<file path="src/rtl/tile_cmd_writer.sv">
// rtl/tile_cmd_writer.sv - LCD init sequencer and grid-tile writer on an 8080 parallel bus
module tile_cmd_writer #(
  parameter int CELL       = 20,
  parameter int WAKE_DELAY = 1000
) (
  input  logic       clk,
  input  logic       nrst,
  input  logic       diff,
  input  logic [3:0] x,
  input  logic [3:0] y,
  input  logic [2:0] obj_code,
  output logic       cmd_done,
  output logic       busy,
  output logic       cs_n,
  output logic       dc,
  output logic       wr_n,
  output logic [7:0] data
);

  localparam int PIX_N = CELL * CELL;
  localparam int PW    = (PIX_N > 1) ? $clog2(PIX_N) : 1;
  localparam int WW    = (WAKE_DELAY > 1) ? $clog2(WAKE_DELAY) : 1;
  // Grid has 12 rows; requests at or below this row are acknowledged without drawing.
  localparam logic [3:0] ROWS = 4'd12;

  typedef enum logic [3:0] {
    S_INIT_SEND,
    S_INIT_WAIT,
    S_INIT_ON,
    S_IDLE,
    S_CASET,
    S_PASET,
    S_RAMWR,
    S_PIXEL,
    S_DONE
  } state_t;

  state_t        state, state_n, follow;
  logic          phase, phase_n;
  logic [2:0]    byte_cnt, byte_n;
  logic [PW-1:0] pix_cnt, pix_n;
  logic [WW-1:0] wait_cnt, wait_n;
  logic          run;
  logic [3:0]    x_q, y_q;
  logic [2:0]    obj_q;
  logic          skip, on_bus, last_byte;
  logic [15:0]   x0, x1, y0, y1, colour;
  logic [8:0]    cur;

  assign skip = (y_q >= ROWS);
  assign x0   = 16'(x_q) * 16'(CELL);
  assign x1   = x0 + 16'(CELL - 1);
  assign y0   = 16'(y_q) * 16'(CELL);
  assign y1   = y0 + 16'(CELL - 1);

  // State and counters; run holds the bus quiet for the first cycle after reset so
  // byte 0 of the init sequence still gets a full write-low phase.
  always_ff @(posedge clk) begin
    if (!nrst) begin
      run      <= 1'b0;
      state    <= S_INIT_SEND;
      phase    <= 1'b0;
      byte_cnt <= '0;
      pix_cnt  <= '0;
      wait_cnt <= '0;
      x_q      <= '0;
      y_q      <= '0;
      obj_q    <= '0;
    end else if (!run) begin
      run <= 1'b1;
    end else begin
      state    <= state_n;
      phase    <= phase_n;
      byte_cnt <= byte_n;
      pix_cnt  <= pix_n;
      wait_cnt <= wait_n;
      if (state == S_IDLE && diff) begin
        x_q   <= x;
        y_q   <= y;
        obj_q <= obj_code;
      end
    end
  end

  // Where each byte sequence ends and which state follows it.
  always_comb begin
    last_byte = 1'b0;
    follow    = state;
    case (state)
      S_INIT_SEND: begin last_byte = (byte_cnt == 3'd2); follow = S_INIT_WAIT; end
      S_INIT_ON:   begin last_byte = 1'b1;               follow = S_DONE;      end
      S_CASET:     begin last_byte = (byte_cnt == 3'd4); follow = S_PASET;     end
      S_PASET:     begin last_byte = (byte_cnt == 3'd4); follow = S_RAMWR;     end
      S_RAMWR:     begin last_byte = 1'b1;               follow = S_PIXEL;     end
      S_PIXEL: begin
        last_byte = byte_cnt[0] && (pix_cnt == PW'(PIX_N - 1));
        follow    = S_DONE;
      end
      default: ;
    endcase
  end

  // Next-state: two-phase byte engine, wake delay count, request accept.
  always_comb begin
    state_n = state;
    phase_n = phase;
    byte_n  = byte_cnt;
    pix_n   = pix_cnt;
    wait_n  = wait_cnt;
    case (state)
      S_INIT_WAIT: begin
        if (wait_cnt == WW'(WAKE_DELAY - 1)) begin
          state_n = S_INIT_ON;
          wait_n  = '0;
        end else begin
          wait_n = wait_cnt + 1'b1;
        end
      end
      S_IDLE: if (diff) state_n = S_CASET;
      S_DONE: state_n = S_IDLE;
      default: begin
        if (state == S_CASET && skip) begin
          state_n = S_DONE;
        end else if (!phase) begin
          phase_n = 1'b1;
        end else begin
          phase_n = 1'b0;
          if (last_byte) begin
            state_n = follow;
            byte_n  = '0;
            pix_n   = '0;
          end else if (state == S_PIXEL) begin
            byte_n = {2'b00, ~byte_cnt[0]};
            if (byte_cnt[0]) pix_n = pix_cnt + 1'b1;
          end else begin
            byte_n = byte_cnt + 3'd1;
          end
        end
      end
    endcase
  end

  // RGB565 colour of the latched object.
  always_comb begin
    case (obj_q)
      3'd0:    colour = 16'h0000;
      3'd1:    colour = 16'h07E0;
      3'd2:    colour = 16'hFFE0;
      3'd3:    colour = 16'hF800;
      3'd4:    colour = 16'h8410;
      default: colour = 16'hFFFF;
    endcase
  end

  // Current byte as {dc, data}.
  always_comb begin
    cur = 9'h000;
    case (state)
      S_INIT_SEND: begin
        case (byte_cnt)
          3'd0:    cur = 9'h03A;
          3'd1:    cur = 9'h155;
          default: cur = 9'h011;
        endcase
      end
      S_INIT_ON: cur = 9'h029;
      S_CASET: begin
        case (byte_cnt)
          3'd0:    cur = 9'h02A;
          3'd1:    cur = {1'b1, x0[15:8]};
          3'd2:    cur = {1'b1, x0[7:0]};
          3'd3:    cur = {1'b1, x1[15:8]};
          default: cur = {1'b1, x1[7:0]};
        endcase
      end
      S_PASET: begin
        case (byte_cnt)
          3'd0:    cur = 9'h02B;
          3'd1:    cur = {1'b1, y0[15:8]};
          3'd2:    cur = {1'b1, y0[7:0]};
          3'd3:    cur = {1'b1, y1[15:8]};
          default: cur = {1'b1, y1[7:0]};
        endcase
      end
      S_RAMWR: cur = 9'h02C;
      S_PIXEL: cur = byte_cnt[0] ? {1'b1, colour[7:0]} : {1'b1, colour[15:8]};
      default: cur = 9'h000;
    endcase
  end

  // Bus drive: selected only while a byte sequence is running.
  always_comb begin
    on_bus = 1'b0;
    case (state)
      S_INIT_SEND, S_INIT_ON, S_PASET, S_RAMWR, S_PIXEL: on_bus = run;
      S_CASET: on_bus = run && !skip;
      default: on_bus = 1'b0;
    endcase
    cs_n     = !on_bus;
    wr_n     = !(on_bus && !phase);
    dc       = on_bus && cur[8];
    data     = on_bus ? cur[7:0] : 8'h00;
    busy     = (state != S_IDLE);
    cmd_done = (state == S_DONE);
  end

endmodule
</file>
<file path="config.mk">
export PLATFORM = sky130hd
export DESIGN_NAME = tile_cmd_writer
export DESIGN_NICKNAME = d
export VERILOG_FILES = /design/src/rtl/tile_cmd_writer.sv
export SDC_FILE = /design/constraint.sdc
export NUM_CORES = 1
export LEC_CHECK = 0
export CAP_MARGIN = 20
export CORE_AREA = 10 10 79 81
export CTS_CLUSTER_DIAMETER = 60
export DETAILED_ROUTE_END_ITERATION = 10
export DIE_AREA = 0 0 89 91
export GPL_TIMING_DRIVEN = 0
export PLACE_DENSITY_LB_ADDON = 0.3
export SLEW_MARGIN = 20
export SYNTH_ARGS = -nofsm -noshare
export SYNTH_HDL_FRONTEND = slang
export SYNTH_SLANG_ARGS = --single-unit
</file>
<file path="constraint.sdc">
create_clock -name clk -period 5.05 [get_ports clk]
set_clock_uncertainty 0.1 [all_clocks]
set_input_delay 1.01 -clock clk [delete_from_list [all_inputs] [get_ports clk]]
set_output_delay 1.01 -clock clk [all_outputs]
set_load 0.02 [all_outputs]
</file>
==> metrics <==
share of cells above drive strength 1=under 10%; Final Core Density=70.1%; post-synthesis register bit count=39; GR Util met3=4.38%; setup violators final=0; met2 Usage GRT=between 20% and 30%; row count=25; Critical Path RT=roughly 3.9 ns; Post-Route WL=around 7.2 mm; FFs w/ async S/R, synth=0%; gr busiest metal=met2; Placer Congestion=0.920; critical-path maximum fanout=7; # hold bufs at CTS=0; Ports=27; Sequential Power Share=53.0%; critical path capture point type=output pin; CP Class=reg2out; Yosys top cell area share=between 20% and 30%; Main synth FF type=dfxtp_1; peak supply drop=~130 uV; router iterations before antenna repair=5; CTS clk-pin slew, worst paths=~0.070 ns; Clock Power Share=about a third; Filler cells=388; First DRT Iteration DRCs=303; initial cell density of the core=about three fifths; EDFF count, synth=0; CTS buffer count=5; Mapped Area=approximately 2900 sq um; Slew @ Worst Pin=approximately 0.53 ns; core area=about 4700 sq um; n_diodes=0; gr ovfl total=0; most instantiated cells after synthesis=39 x dfxtp_1, 37 x nor2_1, 28 x nand2_1, 20 x o21ai_0, 19 x nor2b_1; clock sink total=39; largest area contributor in the netlist=dfxtp_1; setup TNS=0 ns; setup bufs post-CTS=0; top post-synthesis cells by area=dfxtp_1 27%, ha_1 7.4%, nor2_1 4.8%, mux2i_1 4.5%, nor2b_1 4.2%; CTS tree=built; Synth Net Count=roughly 400; final cell count without fillers=442; H-tree lvl count=2; post-route setup slack=~0.44 ns; synthesized instance count=approximately 360; Layout area overhead=14.1%; vias=2719; maximum root-to-sink buffer count=2; post-cts sizing count=0; Switching Share=25.5%; leakage power=1.27 nW; largest net degree at the start of global routing=12; clock latency on the worst-skew pair=0.29 ns; status=complete, no violations; Overall Global Routing Usage=between 15 and 20%; RSZ-0062 raised after global routing=no; DR WL/cell=~16 um; vias in the first global route=between 2000 and 3000; global-route wire length before repair=12.3 mm; Synth Warn #=0; Nets=between 400 and 500; count of cell types in the netlist=63; achievable frequency=approximately 0.22 GHz; met1 Resource Use GR=between 20% and 30%; sequential-to-total area share from yosys stat=27.3%; DP Wirelength=5.52 mm; final clock period utilization by the worst path=about nine tenths; initial antenna violation count=0; Max Cap Viol=0; Slew Limit Fails=0; Avg Inst Size Synth=8.04 sq um; dpl cells=about 440; post-route ant nets=0; combinational power share=a little over an eighth; switching power=~0.00015 W; Die X=between 80 and 90 um; PortBufs=26; slew margin rel.=approximately 64%; Die Ht=~90 um; Hold Crit Class=reg2reg; power density over cell area=roughly 180 nW/um^2; count leader, synth=dfxtp_1; WP data arrival=~3.5 ns; Hold Fails Final Rpt=0; Remaining DRCs=0; internal power=0.000438 W; Post-Place Worst Slack=between 0.8 and 0.9 ns; Startpoint Class=register; CTS root buf=clkbuf_8; Vias/cell=6.15; minimum clock period=4.61 ns; die area=about 8100 sq um
-- worst max-delay path, stage by stage, from the launching register on --
cell and delay (ns):
dfxtp_1 0.54, ha_1 0.31, ha_1 0.23, fa_1 0.55, nand3_1 0.11, or3_1 0.31, nor3_1 0.24, o21ai_1 0.10
a31oi_1 0.17, clkdlybuf4s50_1 0.63
-- cells in the final DEF (no fill, tap or decap), drive strengths merged, types with 5 or more instances in the layout --
cell type      instances
dfxtp                 39
nor4                   6
mux2i                 13
or3                    5
nand2                 28
buf                    9
nand4                  6
o21ai                 24
a21oi                 14
xnor2                  9
ha                    17
inv                    6
nor2                  37
nand3                 16
clkdlybuf4s50         26
nor2b                 19
clkbuf                15
nor3                  14
xor2                  11
nand2b                 8
-- through the flow --
stage	total power [W]	hold WS, ns	cell area [sq um]
global route	0.000619	0.428	3270
finish	0.000588	0.411	3270
floorplan	0.000365	0.373	2860
detailed placement	0.000399	0.397	3190
CTS	0.000595	0.408	3270
global placement	0.000398	0.394	3190
-- power groups by stage --
stage / Sequential, W / Clock [W] / Combinational, W
after floorplan: 0.000319 / 0 / 0.0000467
after global placement: 0.000319 / 0 / 0.0000790
after detailed placement: 0.000319 / 0 / 0.0000797
after CTS: 0.000312 / 0.000203 / 0.0000799
after global routing: 0.000312 / 0.000218 / 0.0000881
final: 0.000312 / 0.000196 / 0.0000804
-- final timing paths --
kind | from | endpoint | slack (ns) | cells after the start
setup / recovery | y_q[3] | data[1] | 0.44 | 9
hold / removal | pix_cnt[0] | pix_cnt[0] | 0.41 | 2
setup reg to reg | byte_cnt[0] | state[1] | 2.38 | 9
hold reg to reg | pix_cnt[0] | pix_cnt[0] | 0.41 | 2
-- layer usage --
layer | share of wire [%] | vias to the layer above
li1 | - | 1358
met4 | 3.9 | 0
met3 | 6.6 | 30
met5 | 0 | -
met1 | 44 | 1230
met2 | 46 | 101
-- kinds of logic (layout without fill, tap and decap cells) --
| kind of cell | after synthesis | in the layout | share of synthesized area [%] |
|---|---|---|---|
| flip-flops | 39 | 39 | 27.3 |
| adder cells (fa/ha/maj) | 19 | 19 | 8.82 |
| AND/OR/NAND/NOR | 163 | 163 | 31.4 |
| multiplexers | 15 | 15 | 5.33 |
| buffers and inverters | 25 | 57 | 3.58 |
| XOR/XNOR | 20 | 20 | 6.12 |
| AO/OA/AOI/OAI | 75 | 75 | 17.5 |
-- flip-flops by register name, indices dropped and copies added, names as in the netlist --
signal    cells
y_q           4
pix_cnt       9
phase         1
x_q           4
byte_cnt      3
state         4
run           1
obj_q         3
wait_cnt     10
-- layout make-up --
cell class / count / area [sq um] / area share (%)
clock buffer: 5 / 68.8 / 2.11
sequential: 39 / 781 / 23.9
tap: 54 / 67.6 / 2.07
inverter: 6 / 22.5 / 0.689
buffer: 19 / 80.1 / 2.45
multi-input combinational: 292 / 1980 / 60.6
timing repair buffer: 26 / 260 / 7.96
clock inverter: 1 / 7.51 / 0.230
No activity file was read; power rests on OpenSTA's default activity.
